$ cat src/rtl/adder_arb_sched.sv
// Round-robin scheduler sharing one registered prefix adder among NREQ requesters.
// Optional per-requester grant counters are built when ADDER_ARB_STATS_EN is defined.
module adder_arb_sched #(
  parameter int unsigned NREQ      = 4,
  parameter int unsigned WIDTH     = 16,
  parameter int unsigned ADDER_LAT = 2,
  parameter int unsigned CNT_W     = 16
) (
  input  logic                    clk,
  input  logic                    rst,
  input  logic [NREQ-1:0]         req_valid,
  output logic [NREQ-1:0]         req_ready,
  input  logic [NREQ*WIDTH-1:0]   req_a,
  input  logic [NREQ*WIDTH-1:0]   req_b,
  input  logic [NREQ-1:0]         req_cin,
  input  logic                    hold,
  output logic [WIDTH-1:0]        add_a,
  output logic [WIDTH-1:0]        add_b,
  output logic                    add_cin,
  input  logic [WIDTH-1:0]        add_sum,
  input  logic                    add_cout,
  output logic [NREQ-1:0]         resp_valid,
  output logic [WIDTH-1:0]        resp_sum,
  output logic                    resp_cout,
  output logic                    halted,
  output logic [NREQ*CNT_W-1:0]   grant_cnt
);

  localparam int unsigned IDX_W  = (NREQ > 1) ? $clog2(NREQ) : 1;
  localparam int unsigned PIPE_D = ADDER_LAT + 1;

  typedef enum logic [1:0] {RUN, DRAIN, HALTED} state_t;

  state_t            state, state_n;
  logic [IDX_W-1:0]  last;
  logic [IDX_W-1:0]  grant_idx;
  logic              found;
  logic              accept;
  logic              pipe_busy;
  logic [WIDTH-1:0]  sel_a, sel_b;
  logic              sel_cin;
  logic [PIPE_D-1:0] tag_v;
  logic [IDX_W-1:0]  tag_id [PIPE_D];

  // Rotating priority: indices above last first, then wrap to the low indices.
  always_comb begin
    found     = 1'b0;
    grant_idx = '0;
    for (int unsigned i = 0; i < NREQ; i++) begin
      if (!found && req_valid[i] && (IDX_W'(i) > last)) begin
        found     = 1'b1;
        grant_idx = IDX_W'(i);
      end
    end
    for (int unsigned i = 0; i < NREQ; i++) begin
      if (!found && req_valid[i] && (IDX_W'(i) <= last)) begin
        found     = 1'b1;
        grant_idx = IDX_W'(i);
      end
    end
  end

  always_comb begin
    req_ready = '0;
    if (found && (state == RUN) && !hold) begin
      req_ready = NREQ'(1) << grant_idx;
    end
  end

  assign accept = |req_ready;

  always_comb begin
    sel_a   = '0;
    sel_b   = '0;
    sel_cin = 1'b0;
    for (int unsigned i = 0; i < NREQ; i++) begin
      if (grant_idx == IDX_W'(i)) begin
        sel_a   = req_a[i*WIDTH +: WIDTH];
        sel_b   = req_b[i*WIDTH +: WIDTH];
        sel_cin = req_cin[i];
      end
    end
  end

  // Busy covers the tag pipe and the response register.
  assign pipe_busy = (|tag_v) || (|resp_valid);

  always_ff @(posedge clk) begin
    if (rst) begin
      state <= RUN;
    end else begin
      state <= state_n;
    end
  end

  always_comb begin
    state_n = state;
    case (state)
      RUN: begin
        if (hold) state_n = pipe_busy ? DRAIN : HALTED;
      end
      DRAIN: begin
        if (!hold)          state_n = RUN;
        else if (!pipe_busy) state_n = HALTED;
      end
      HALTED: begin
        if (!hold) state_n = RUN;
      end
      default: state_n = RUN;
    endcase
  end

  // Operand launch, tag pipeline aligned to adder latency, response register.
  always_ff @(posedge clk) begin
    if (rst) begin
      last       <= IDX_W'(NREQ - 1);
      add_a      <= '0;
      add_b      <= '0;
      add_cin    <= 1'b0;
      tag_v      <= '0;
      for (int unsigned s = 0; s < PIPE_D; s++) tag_id[s] <= '0;
      resp_valid <= '0;
      resp_sum   <= '0;
      resp_cout  <= 1'b0;
      halted     <= 1'b0;
    end else begin
      halted <= (state_n == HALTED);
      if (accept) begin
        last    <= grant_idx;
        add_a   <= sel_a;
        add_b   <= sel_b;
        add_cin <= sel_cin;
      end
      tag_v[0]  <= accept;
      tag_id[0] <= grant_idx;
      for (int unsigned s = 1; s < PIPE_D; s++) begin
        tag_v[s]  <= tag_v[s-1];
        tag_id[s] <= tag_id[s-1];
      end
      resp_valid <= tag_v[PIPE_D-1] ? (NREQ'(1) << tag_id[PIPE_D-1]) : '0;
      if (tag_v[PIPE_D-1]) begin
        resp_sum  <= add_sum;
        resp_cout <= add_cout;
      end
    end
  end

`ifdef ADDER_ARB_STATS_EN
  logic [CNT_W-1:0] cnt [NREQ];

  // Saturating per-requester grant counters.
  always_ff @(posedge clk) begin
    if (rst) begin
      for (int unsigned i = 0; i < NREQ; i++) cnt[i] <= '0;
    end else begin
      for (int unsigned i = 0; i < NREQ; i++) begin
        if (accept && (grant_idx == IDX_W'(i)) && (cnt[i] != '1)) begin
          cnt[i] <= cnt[i] + CNT_W'(1);
        end
      end
    end
  end

  always_comb begin
    grant_cnt = '0;
    for (int unsigned i = 0; i < NREQ; i++) grant_cnt[i*CNT_W +: CNT_W] = cnt[i];
  end
`else
  assign grant_cnt = '0;
`endif

endmodule
$ cat config.mk
export PLATFORM = sky130hd
export DESIGN_NAME = adder_arb_sched
export DESIGN_NICKNAME = d
export VERILOG_FILES = /design/src/rtl/adder_arb_sched.sv
export SDC_FILE = /design/constraint.sdc
export NUM_CORES = 1
export LEC_CHECK = 0
export BUFFER_PORTS_ARGS = -buffer_cell sky130_fd_sc_hd__buf_2
export CORE_AREA = 2 2 109 111
export CTS_CLUSTER_DIAMETER = 50
export DETAILED_ROUTE_END_ITERATION = 8
export DIE_AREA = 0 0 111 113
export GPL_TIMING_DRIVEN = 0
export PLACE_DENSITY = 0.75
export SYNTH_ARGS = -nofsm -noshare
export SYNTH_HDL_FRONTEND = slang
export SYNTH_SLANG_ARGS = --single-unit
$ cat constraint.sdc
create_clock -name clk -period 2.3 [get_ports clk]
set_clock_uncertainty 0.15 [all_clocks]
set_input_delay 0.345 -clock clk [delete_from_list [all_inputs] [get_ports clk]]
set_output_delay 0.345 -clock clk [all_outputs]
set_load 0.02 [all_outputs]
* After elaboration in Yosys (flattened, before gate mapping)
Memories as Yosys holds them, arrays and structs flattened.
Index checks and enable logic that the tools add are counted.
** Operators by class
- Order comparisons :: 8
- Mux-type cells :: 40
- Shift-type cells :: 2
- Bitwise gates (word level) :: 4
- Reduce and logical (&&, ||, !) cells :: 32
- Multipliers :: 0
- Equal/unequal tests :: 6
- Divide/modulo/power cells :: 0
- $add $sub $neg :: 0
** Operators by type and width (number)
- 2-to-1 mux 16 bit :: 8
- 2-to-1 mux 2 bit :: 14
- logical AND 1 bit :: 17
- 2-to-1 mux 1 bit :: 16
- equality test 2 bit (second input constant) :: 4
- zero test 1 bit :: 8
- OR reduction 4 bit :: 2
- << shifter 1 x 2 -> 4 bit (first input constant) :: 2
- one-hot mux 2 bit (3 select lines) :: 1
- equality test 2 x 1 -> 1 bit (second input constant) :: 2
- greater-than comparator 1 x 2 -> 1 bit (first input constant) :: 2
- greater-than comparator 2 bit (first input constant) :: 2
- <= comparator 1 x 2 -> 1 bit (first input constant) :: 2
- <= comparator 2 bit (first input constant) :: 2
- zero test 2 bit :: 2
- 2-to-1 mux 4 bit :: 1
- OR 1 bit :: 3
- OR reduction 3 bit :: 1
- OR reduction 2 bit :: 1
- logical OR 1 bit :: 1
- NOT 1 bit :: 1
** Word-level totals
- Memory bits (read-only) :: 0
- Memories kept :: 1
- Input bits :: 156
- Output and inout bits :: 123
- Flip-flop bits (word level) :: 62
- Bits in latches :: 0
- Bits in writable memories :: 6
** Memory list
- tag_id :: depth 3, bits a word 2, rd ports 3, clocked after Yosys merged registers in 0, write ports 3, line 43 : logic [IDX_W-1:0] tag_id [PIPE_D];

* Longest topological paths before layout
Gate-level depths: netlist of run 1.
- Depth in word-level cells :: 36
- Depth in mapped cells :: 9
- Gate-level depth less buffers :: 6

* Worst setup path after synthesis of run 1
OpenSTA, ideal clock, no wires.
- Path kind :: in2out
- From :: in req_valid[3]
- To :: out req_ready[2]
- Data required time :: 1805 ps
- Arrival :: 1665 ps
- Cell stages on the path :: 7
- Slack :: 140 ps
- Buffers on the path :: 3
- Cell sequence :: buf_4 or2_4 nor3_2 or4_1 buf_4 buf_2 nor2_1
** Between the ends
- Longest elaborated chain between the ends :: 22
** RTL lines
- start: declaration :: line 11 : input logic [NREQ-1:0] req_valid,
- logical AND 1 bit (2 in series) :: line 50 : if (!found && req_valid[i] && (IDX_W'(i) > last)) begin
- 2-to-1 mux 1 bit :: line 50
- zero test 1 bit :: line 56 : if (!found && req_valid[i] && (IDX_W'(i) <= last)) begin
- logical AND 1 bit (2 in series) :: line 56
- 2-to-1 mux 1 bit :: line 56
- zero test 1 bit :: line 56
- logical AND 1 bit (2 in series) :: line 56
- 2-to-1 mux 1 bit :: line 56
- zero test 1 bit :: line 56
- logical AND 1 bit (2 in series) :: line 56
- 2-to-1 mux 1 bit :: line 56
- zero test 1 bit :: line 56
- logical AND 1 bit (2 in series) :: line 56
- 2-to-1 mux 1 bit :: line 56
- logical AND 1 bit (2 in series) :: line 65 : if (found && (state == RUN) && !hold) begin
- 2-to-1 mux 4 bit * :: line 65
- end: declaration :: line 12 : output logic [NREQ-1:0] req_ready,
Mark *: on every way between the ends. The rest lies on a longest branch, timed or not.

* Worst setup path after layout of run 1
- From :: reg last[1]
- To :: out req_ready[2]
** Between the ends
- Longest elaborated chain between the ends :: 34
** RTL lines
- start: declaration :: line 35 : logic [IDX_W-1:0] last;
- start signal: assignment :: line 116 : last <= IDX_W'(NREQ - 1);
- start signal: assignment :: line 129 : last <= grant_idx;
- greater-than comparator 1 x 2 -> 1 bit :: line 50
- logical AND 1 bit :: line 50
- 2-to-1 mux 1 bit :: line 50
- zero test 1 bit :: line 50
- logical AND 1 bit (2 in series) :: line 50
- 2-to-1 mux 1 bit :: line 50
- zero test 1 bit :: line 50
- logical AND 1 bit (2 in series) :: line 50
- [... 13 more ...]
- zero test 1 bit :: line 56
- logical AND 1 bit (2 in series) :: line 56
- 2-to-1 mux 1 bit :: line 56
- zero test 1 bit :: line 56
- logical AND 1 bit (2 in series) :: line 56
- 2-to-1 mux 1 bit :: line 56
- logical AND 1 bit (2 in series) :: line 65
- 2-to-1 mux 4 bit * :: line 65
Marks and branches as above.

==> out/results.txt, run 1 <==
The initial antenna violation count is 0, and the clock slew seen by the registers of the worst setup and hold paths is 60 ps. For this run, the post-layout net count is 944. The flip-flop and latch count after synthesis was 68; the met1 capacity usage during global routing was 0.243. The count of TritonRoute iterations in the first routing pass was 4; the remaining max-slew budget at the tightest pin was 0.473.

The path class of the lowest-slack min-delay path is in -> reg. The number of buffers and inverters on the critical path is 3. The final total power came out at 4.00 mW. A synthesized cell averages 8.30 sq um. The height of the die was 113 um; the area share of the leading cell type in the synthesized netlist was 0.328. The number of library cell types mapped by synthesis was 49. In this design, the critical path's most frequently occurring cell is buf_4. The worst hold path was traced through 3 stages.

The diode insertion count for antenna repair was 0; the delay contributed by the slowest stage of the critical path was 340 ps. The area taken by flip-flops and latches was 1360 sq um. The logs give 0 for the number of DRC violations after detailed routing and 215 for the first-iteration detailed-routing DRC count.

The tree built by TritonCTS fans out to 68 sinks. The worst setup path is captured at an output pin. For this run, the leading register cell type out of synthesis is dfxtp_1. The number of max-slew violations in the final report is 0. The fraction of registers with async set/reset works out to 0. The logs give 2 for the buffer depth of the longest clock path and 918 for the number of instances in the placed design.

The slowest stage of the critical path is the dfxtp_1 cell. Walking the worst path, the cells encountered are buf_4 -> nand2_1 -> a21o_1 -> o221a_2 -> buf_12 -> nand2_2 -> nor2_2 -> buf_4. The start of the worst register-to-register path was last[1].

The run gives 0.0498 as the global-route track usage on met3. The tools report the launch instance of the worst min-delay path as add_sum[3]. The share of the core filled with cells was 0.531.

The kind of cell with the highest combined delay on the critical path was buffers and inverters. The clock tree root driver cell was clkbuf_16. The leakage power figure was 3.04 nW; the maximum number of pins on one net before global-route repair was 17. The die covers 12500 sq um. The total CTS buffers is 9, and the pin slew with the least headroom to its limit is 790 ps. The length in cells of the worst reg-to-reg path was 8.

The detail route stage leaves a number of antenna-violating nets equal to 0. The fraction of final layout cells with drive strength greater than 1 is 0.455. The tools report the maximum clock rate as 0.447 GHz. In this run the critical register-to-register path is captured at add_b[11]. Row generation in the floorplan step produced 39 rows.

met2 is the most crowded layer. The finished layout holds 936 standard cells, fillers aside. Data on the critical path arrives at its endpoint at 1740 ps. Fraction of the cycle the final worst path needs: 0.972. The x dimension of the die was 111 um; the required time of the critical path was 1800 ps. The run gives 0 as the number of endpoints with negative hold slack in the final report. TritonCTS built the clock tree.

The wire length per cell after detailed routing is 14.1 um, and the max-cap check violation count is 0. Setup repair after global routing could not meet its margin everywhere. The sequential cell area fraction in the yosys report is 0.328. The region available for standard cell placement spans 11300 sq um. The commonest cells after synthesis are nor2_1 (88), buf_4 (71), dfxtp_1 (68). Hold path endpoint: resp_sum[3].

The met2 track demand over resource in global routing was 0.362; the growth of design area from synthesis to finish was 44.4%. In the final timing run, aggregate negative setup slack is 0 ps. The number of global-route vias before repair came out at 4133. Dividing total power by cell area gives a power density of 668 nW/um^2. The H-tree was split into 3 levels.

The first global-routing pass estimated 20.4 mm of wire. The Yosys step of the flow raised 0 warnings. For the global placement routability congestion, the log shows 0.849. Counting flops with a built-in enable in the synthesized netlist gives 0.

279 I/O pins were placed. In this run the worst path has a maximum fanout of 10. The tools report the total length of routed wires as 13.2 mm. By instance count, the leading cell after synthesis is nor2_1. Via-per-instance ratio: 4.70.

STA classifies the critical path startpoint as a register. Of all cell types, the one taking the most synthesized area is dfxtp_1. The shortest period the worst path allows was 2240 ps; the overall overflow remaining after global route was 0.

The reg2reg setup slack is 150 ps. The run finished with clean final reports. After technology mapping, the gate count stands at 500. Setup violations remaining at the end of the flow were counted as 0. Type of the setup path with the least slack: reg -> out. The overall global routing resource usage came out at 0.202. The starting density of the core was 0.368; the placed wire-length estimate after detailed placement was 10.3 mm. By area the synthesized netlist is led by dfxtp_1 (33%), buf_4 (13%), nor2_1 (8.0%), a211oi_2 (6.3%), a211o_1 (5.7%). The netlist area before placement was 4150 sq um. The detailed router placed 4400 vias in this run. Buffers placed on the I/O ports in this run total 212.

The filler cell count is 1118, and the insertion delay of the later-clocked pin in the worst-skew pair is 320 ps. The multi-input combinational cells in the finished layout cover a total of 2300 sq um. IR analysis of the VDD net gives a maximum drop of 0.559 mV.
-- per-layer routing --
metal	up-vias	wire length (um)
met2	189	6500
met1	1992	5470
met5	-	0
li1	2205	-
met3	14	1070
met4	0	177
-- flip-flops by register name, indices dropped and copies added, names as in the netlist, 2 cells and up --
register,count
last,2
state,2
resp_valid,4
tag_id,6
resp_sum,16
tag_v,3
add_b,16
add_a,16
-- power breakdown --
| part | switching, mW | total (mW) | leakage (nW) | internal, mW |
|---|---|---|---|---|
| clock network | 0.569 | 1.42 | 0.143 | 0.855 |
| logic | 0.722 | 1.27 | 2.34 | 0.546 |
| registers | 0.0455 | 1.31 | 0.557 | 1.26 |
-- placed cells by master (no fill, tap or decap), types with 4 or more instances in the layout --
cell type	netlist	final
buf_2	11	218
nor2_1	88	87
buf_4	71	76
dfxtp_1	68	67
conb_1	1	64
nand2_1	35	34
a21oi_1	34	34
a211o_1	27	27
o21ai_0	23	23
a211oi_2	21	21
mux2i_1	17	17
clkbuf_1	13	11
clkbuf_16	0	9
o21ai_1	8	8
a221o_1	8	8
nor2b_1	8	8
a211oi_1	8	8
buf_6	7	7
nor3_1	5	5
a22o_1	4	4
inv_6	0	4
-- tightest hold or removal path: stages --
cell and delay (ps):
buf_2 70, mux2i_1 50, nor2_1 70
-- logic make-up (layout without fill, tap and decap cells) --
family / count (synthesis) / count (layout) / share of synthesized area
other cells: 1 / 64 / 0.000904
buf+inv: 107 / 337 / 0.177
compound gates: 150 / 150 / 0.278
simple gates: 157 / 157 / 0.175
mux: 17 / 17 / 0.0410
flops: 68 / 68 / 0.328
-- through the flow --
step	hold WS, ps	area (sq um)	worst slack (ps)
final	97.6	5990	63.4
after global routing	108	5990	-33.3
after CTS	94.5	5970	16.0
after detailed placement	270	5630	-347
after global placement	270	5630	-342
after floorplan	264	4390	140
-- how the worst max path moves through the flow --
stage,startpoint,endpoint,depth (start not counted)
finish,last[1],req_ready[2],8
detailed placement,req_valid[3],req_ready[1],7
CTS,state[1],req_ready[1],4
global placement,req_valid[3],req_ready[1],7
floorplan,req_valid[3],req_ready[2],7
global route,last[1],req_ready[2],8
-- layout make-up --
class | count | share of cell area
timing repair buffer | 216 | 0.183
inverter | 3 | 0.00188
clock inverter | 7 | 0.0134
multi-input combinational | 388 | 0.384
clock buffer | 9 | 0.0376
buffer | 102 | 0.122
tap | 143 | 0.0299
sequential | 68 | 0.227
-- repair_timing --
item | in CTS | in global routing
setup endpoints to repair | 4 | 18
hold buffers | 0 | 0
gates resized for setup | 8 | 9
setup buffers | 4 | 0
pin swaps | 3 | 0
endpoints found under the hold margin | 0 | 0
No activity file was read; power rests on OpenSTA's default activity.
==> inputs of run 2 (changes only) <==
--- a/config.mk
+++ b/config.mk
@@ -6,5 +6,5 @@
 export NUM_CORES = 1
 export LEC_CHECK = 0
-export BUFFER_PORTS_ARGS = -buffer_cell sky130_fd_sc_hd__buf_2
+export BUFFER_PORTS_ARGS = -buffer_cell sky130_fd_sc_hd__buf_4
 export CORE_AREA = 2 2 109 111
 export CTS_CLUSTER_DIAMETER = 50
--- a/constraint.sdc
+++ b/constraint.sdc
@@ -3,3 +3,3 @@
 set_input_delay 0.345 -clock clk [delete_from_list [all_inputs] [get_ports clk]]
 set_output_delay 0.345 -clock clk [all_outputs]
-set_load 0.02 [all_outputs]
+set_load 0.005 [all_outputs]
==> run 2 against run 1 <==
  * Critical path depth fell by 1
  * Sequential cell count did not move
  * Die area did not move
  * Via count rose by 3.9%
  * Final cell count did not move
  * First-iteration DRC count rose by 36%
  * Power fell by 0.89%
  * Sequential power barely moved
  * Largest cell class is now buffers
==> out/results.txt, run 2 (same netlist as run 1, synthesis figures left out) <==
The fraction of the cycle the final worst path needs is 0.963 (was 0.972). The count of input and output buffers was 212 (unchanged); the die area was 12500 sq um (unchanged). Setup repair after global routing left no endpoint under its margin. Top flop regs: add_a (16), add_b (16), resp_sum (16) (unchanged). For the number of nets in the layout, the log shows 944 (unchanged). Overall global routing resource usage: 0.215 (was 0.202). The run gives 0 (unchanged) as the overall overflow remaining after global route. The placed wire-length estimate after detailed placement came out at 11.2 mm (was 10.3 mm). Diode insertion count for antenna repair: 0 (unchanged). The number of rows in the core area came out at 39 (unchanged). The total length of routed wires was 14.2 mm (was 13.2 mm). The ratio of total power to cell area works out to 608 nW/um^2 (was 668 nW/um^2).

For the first-pass GRT wire length, the log shows 21.7 mm (was 20.4 mm). The tools report the starting density of the core as 0.368 (unchanged). TritonCTS built the clock tree. The run gives 0 (unchanged) as the initial antenna violation count. The switching share of total power was 0.302 (was 0.334); the post-route antenna net violation count was 0 (unchanged). The internal portion of total power came out at 2.77 mW (was 2.66 mW). The clock slew seen by the registers of the worst setup and hold paths works out to 60 ps (about the same). Count of TritonRoute iterations in the first routing pass: 5 (was 4).

Filler cell count: 1031 (was 1118). Path class of the lowest-slack min-delay path: in -> reg (unchanged). The maximum clock rate was 0.452 GHz (was 0.447 GHz); the total CTS buffers was 9 (unchanged).

The logs give 0 (unchanged) for the max-cap check violation count and 0.332 (was 0.327) for the sequential fraction of design power. The share of the core filled with cells is 0.578 (was 0.531). The run gives 320 ps (about the same) as the insertion delay of the later-clocked pin in the worst-skew pair.

For the arrival time of the worst setup path, the log shows 1720 ps (was 1740 ps). The number of top-level design ports came out at 279 (unchanged). The run gives 17 (unchanged) as the maximum number of pins on one net before global-route repair. The run gives 6520 sq um (was 5990 sq um) as the final instance area. The tools report the buffer depth of the longest clock path as 2 (unchanged).

The pin slew with the least headroom to its limit works out to 797 ps (was 790 ps). The tools report the proportion of power drawn by combinational gates as 0.311 (was 0.317). The shortest period the worst path allows is 2210 ps (was 2240 ps), and the final setup violation count is 0 (unchanged).

The net switching power figure is 1.20 mW (was 1.34 mW), and the remaining max-slew budget at the tightest pin is 0.469 (was 0.473). Leakage power figure: 3.19 nW (was 3.04 nW). Kind of start point of the critical path: a register (unchanged). The required time of the critical path was 1800 ps (about the same); the largest fanout on the critical path was 10 (unchanged). The area of placed instances is 6160 sq um (was 5630 sq um), and the growth of design area from synthesis to finish is 57.1% (was 44.4%). The global placement routability congestion was 0.885 (was 0.849).

X dimension of the die: 111 um (unchanged). Kind of capture point of the worst setup path: an output pin (unchanged). The fraction of final layout cells with drive strength greater than 1 works out to 0.454 (was 0.455). Type of the setup path with the least slack: reg -> out (unchanged). The routed via count was 4572 (was 4400). The depth of the CTS H-tree is 3 (unchanged). The number of DRC violations after detailed routing was 0 (unchanged); the number of max-slew violations in the final report was 0 (unchanged).

The run finished with clean final reports. The height of the die came out at 113 um (unchanged). The via-per-instance ratio works out to 4.88 (was 4.70).

Number of global-route vias before repair: 4379 (was 4133). The logs give 0.357 (was 0.356) for the clock power share and 0 (unchanged) for the number of endpoints with negative hold slack in the final report. The worst supply voltage drop on vdd was 0.348 mV (was 0.559 mV).

The tools report the placeable core area as 11300 sq um (unchanged). The most common cell after layout, fill and taps aside was buf_4 (was buf_2). Top library cells by usage in the layout, fill and taps aside: buf_4 (288), nor2_1 (88), dfxtp_1 (67), conb_1 (64) (was buf_2 (218), nor2_1 (87), buf_4 (76), dfxtp_1 (67), conb_1 (64)).

The number of buffers added to fix hold violations after cts came out at 0 (unchanged). The total clock sinks came out at 68 (unchanged). The wire length per cell after detailed routing works out to 15.2 um (was 14.1 um). The final total power came out at 3.97 mW (was 4.00 mW).

The clock tree root driver cell is clkbuf_16 (unchanged). The run gives 292 (was 215) as the first-iteration detailed-routing DRC count.
==> run 2: cell types whose count changed in the layout (fill, tap and decap cells not counted), moves of 2 or more <==
cell / before / now
buf_2: 218 / 6
buf_4: 76 / 288
inv_6: 4 / 2
clkinv_4: 0 / 2
==> run 2: power groups by stage <==
stage / logic [mW] / registers [mW] / clock network, mW
floorplan: 0.705 / 1.34 / 0
global placement: 1.18 / 1.34 / 0
detailed placement: 1.20 / 1.34 / 0
CTS: 1.22 / 1.32 / 1.45
global route: 1.33 / 1.33 / 1.50
finish: 1.23 / 1.32 / 1.42
==> run 2: worst max-delay path: stages (launching register included) <==
cell and delay (ps):
dfxtp_2 390, inv_1 90, a32oi_2 290, nand2_2 110
buf_4 200, nand2_4 100, nor2_1 50, buf_4 140
==> run 2: worst paths after layout <==
path | slack, ps | endpoint | cells after the start | start
worst min-delay path | 100 | resp_sum[6] | 3 | add_sum[6]
worst max register to register | 100 | add_a[9] | 8 | last[1]
worst max-delay path | 90 | req_ready[2] | 7 | last[0]
worst min register to register | 280 | tag_id[0][2] | 1 | tag_id[0][0]
==> run 2: stage by stage <==
stage	setup slack, ps	hold WS (ps)	std cells	setup TNS, ps
global route	1.16	106	936	0
floorplan	311	264	563	0
finish	86.2	104	936	0
global placement	-211	271	918	-211
detailed placement	-228	270	918	-228
CTS	35.9	96.6	936	0
==> run 2: what timing repair did <==
item | CTS | global route
endpoints found under the hold margin | 0 | 0
resized for setup | 8 | 6
pin swaps | 3 | 0
setup buffers | 4 | 0
endpoints found under the setup margin | 4 | 15
==> run 2: area by class of cell <==
cell class / instances / area [sq um] / share of cell area
Buffer: 102 / 728 / 0.112
Clock buffer: 9 / 225 / 0.0345
Timing Repair Buffer: 216 / 1630 / 0.249
Inverter: 3 / 11.3 / 0.00173
Multi-Input combinational cell: 388 / 2300 / 0.353
Clock inverter: 7 / 83.8 / 0.0129
Sequential cell: 68 / 1360 / 0.209
Tap cell: 143 / 179 / 0.0274
==> run 2: per-layer routing <==
layer | wire [um] | GRT usage
met1 | 5440 | 0.242
met2 | 7240 | 0.397
met3 | 1180 | 0.0503
met4 | 330 | 0.0767
met5 | 0 | 0
==> inputs of run 3 (changes only) <==
BUFFER_PORTS_ARGS = default   (was -buffer_cell sky130_fd_sc_hd__buf_4)
DONT_BUFFER_PORTS = 1   (was default)
PLACE_DENSITY = 0.54   (was 0.75)
==> run 3 against run 2 <==
  * Non-clock buffer count fell by 208
  * Combinational power is 25% lower
  * Core utilization shrank 14 points
  * Largest power group unchanged
==> out/results.txt, run 3 (same netlist as run 1, synthesis figures left out) <==
The run finished with clean final reports. The logs give 0.368 (unchanged) for the starting density of the core and 11300 sq um (unchanged) for the placeable core area. The final setup violation count was 0 (unchanged); the x dimension of the die was 111 um (unchanged).

The growth of design area from synthesis to finish is 20.3% (was 57.1%). Placed wire-length estimate after detailed placement: 10.5 mm (was 11.2 mm). Area of placed instances: 4560 sq um (was 6160 sq um). Type of the setup path with the least slack: reg -> out (unchanged).

Top flop regs: add_a (16), add_b (16), resp_sum (16) (unchanged). The kind of cell with the highest combined delay on the critical path was flip-flops (was buffers and inverters). The run gives 0 (unchanged) as the max-cap check violation count. The tools report the overall overflow remaining after global route as 0 (unchanged). The kind of start point of the critical path is a register (unchanged). The number of max-slew violations in the final report came out at 0 (unchanged). The path class of the lowest-slack min-delay path was in -> reg (unchanged).

The pin slew with the least headroom to its limit works out to 789 ps (was 797 ps). The most common cell after layout, fill and taps aside was nor2_1 (was buf_4). The count of input and output buffers was 0 (was 212).

Arrival time of the worst setup path: 1730 ps (was 1720 ps). The die area was 12500 sq um (unchanged). The number of buffer and inverter instances along the worst setup path was 2 (was 3); the number of DRC violations after detailed routing was 0 (unchanged). The height of the die was 113 um (unchanged); the required time of the critical path was 1800 ps (about the same). The fraction of final layout cells with drive strength greater than 1 is 0.262 (was 0.454), and the diode insertion count for antenna repair is 0 (unchanged). Maximum clock rate: 0.449 GHz (was 0.452 GHz). For the number of endpoints with negative hold slack in the final report, the log shows 0 (unchanged).

The run gives 5 (unchanged) as the count of TritonRoute iterations in the first routing pass. The number of rows in the core area was 39 (unchanged). The run gives 0.209 (was 0.215) as the overall global routing resource usage. The delay contributed by the slowest stage of the critical path was 460 ps (was 390 ps); the first-pass GRT wire length was 20.3 mm (was 21.7 mm). The logs give 1149 (was 1031) for the filler cell count and 736 (was 944) for the number of nets in the layout. The largest fanout on the critical path is 10 (unchanged), and the insertion delay of the later-clocked pin in the worst-skew pair is 330 ps (was 320 ps). The post-route antenna net violation count is 0 (unchanged), and the depth of the CTS H-tree is 3 (unchanged).

For the remaining max-slew budget at the tightest pin, the log shows 0.474 (was 0.469). The tools report the first-iteration detailed-routing DRC count as 167 (was 292). The total clock sinks was 68 (unchanged); the initial antenna violation count was 0 (unchanged). The setup total negative slack was 0 ps (unchanged).

Chain of cells forming the critical path: inv_1 -> a32oi_4 -> nand2_1 -> buf_4 -> nand2_4 -> nor2_4 (was inv_1 -> a32oi_2 -> nand2_2 -> buf_4 -> nand2_4 -> nor2_1 -> buf_4). The global placement routability congestion is 0.827 (was 0.885), and the final instance area is 4990 sq um (was 6520 sq um). The via-per-instance ratio is 5.13 (was 4.88).

The wire length per cell after detailed routing is 18.8 um (was 15.2 um). The kind of capture point of the worst setup path was an output pin (unchanged). For the total length of routed wires, the log shows 13.7 mm (was 14.2 mm). Setup repair after global routing could not meet its margin everywhere.

The maximum number of pins on one net before global-route repair was 20 (was 17). The shortest period the worst path allows was 2230 ps (was 2210 ps). The fraction of the cycle the final worst path needs was 0.968 (was 0.963).

The worst supply voltage drop on vdd is 0.339 mV (was 0.348 mV). TritonCTS built the clock tree. The routed via count was 3732 (was 4572); the ratio of total power to cell area was 742 nW/um^2 (was 608 nW/um^2). Top library cells by usage in the layout, fill and taps aside: nor2_1 (85), buf_4 (78), dfxtp_1 (68), conb_1 (64), nand2_1 (35) (was buf_4 (288), nor2_1 (88), dfxtp_1 (67), conb_1 (64)). The run gives 2.16 nW (was 3.19 nW) as the leakage power figure. Critical-path cell with the highest stage delay: dfxtp_1 (was dfxtp_2). The logs give 3650 (was 4379) for the number of global-route vias before repair and 9 (unchanged) for the total CTS buffers. For the number of top-level design ports, the log shows 279 (unchanged).

The clock slew seen by the registers of the worst setup and hold paths was 60 ps (about the same). The run gives 2 (unchanged) as the buffer depth of the longest clock path. Clock tree root driver cell: clkbuf_16 (unchanged).
==> run 3: cell count changes in the layout (fill, tap and decap cells not counted), sizes merged <==
cell / before / now
buf: 303 / 94
dlygate4sd3: 0 / 1
==> run 3: worst reg2reg max path: stages (launching register included) <==
cell and delay, ps:
dfxtp_1 460, nor2b_2 230, o21bai_1 160, a21oi_4 220, clkbuf_4 240, buf_2 260
a21oi_1 120, a211oi_2 220
==> run 3: area by class of cell <==
type                            count  area, sq um  share of cell area
Clock inverter                      7         81.3              0.0163
Sequential cell                    68         1360               0.273
Multi-Input combinational cell    388         2330               0.467
Inverter                            3         11.3             0.00226
Buffer                            103          733               0.147
Clock buffer                        9          225              0.0451
Tap cell                          143          179              0.0358
Timing Repair Buffer                7         67.6              0.0135
==> run 3: final timing paths <==
| path | from | endpoint | slack, ps | cells past startpoint |
|---|---|---|---|---|
| setup / recovery | last[0] | req_ready[2] | 70 | 6 |
| hold / removal | add_sum[13] | resp_sum[13] | 10 | 2 |
| setup reg to reg | last[0] | add_b[11] | 170 | 7 |
| hold reg to reg | tag_id[0][1] | tag_id[0][3] | 280 | 1 |
==> run 3: where the power goes <==
part,internal [mW],total (mW),switching (mW)
Combinational,0.416,0.921,0.505
Clock,0.855,1.44,0.590
Sequential,1.26,1.34,0.0758
==> run 3: per-stage QoR <==
stage | setup slack [ps] | power (mW) | utilization | std cells | hold WS, ps
floorplan | 311 | 2.04 | - | 563 | 264
global placement | -268 | 2.22 | 0.405 | 706 | 278
detailed placement | -252 | 2.24 | 0.405 | 706 | 278
CTS | 23.2 | 3.71 | 0.435 | 723 | 3.40
global route | -14.5 | 3.90 | 0.443 | 728 | 11.0
finish | 74.5 | 3.71 | 0.443 | 728 | 11.7
==> run 3: what timing repair did <==
item                                    in CTS  in global routing
hold buffers                                 1                  0
gates resized for setup                      9                  8
setup buffers                                1                  5
pin swaps                                    1                  2
endpoints found under the setup margin       4                 24
endpoints found under the hold margin        1                  0
==> run 3: per-layer routing <==
layer  track usage  part of all wire  routed length, um  vias up
met5             0                 0                  0        -
met4        0.0825             0.021                293        0
met3        0.0696             0.085               1170       23
met2         0.351              0.49               6750      191
met1         0.249              0.40               5500     1726
li1              -                 -                  -     1792
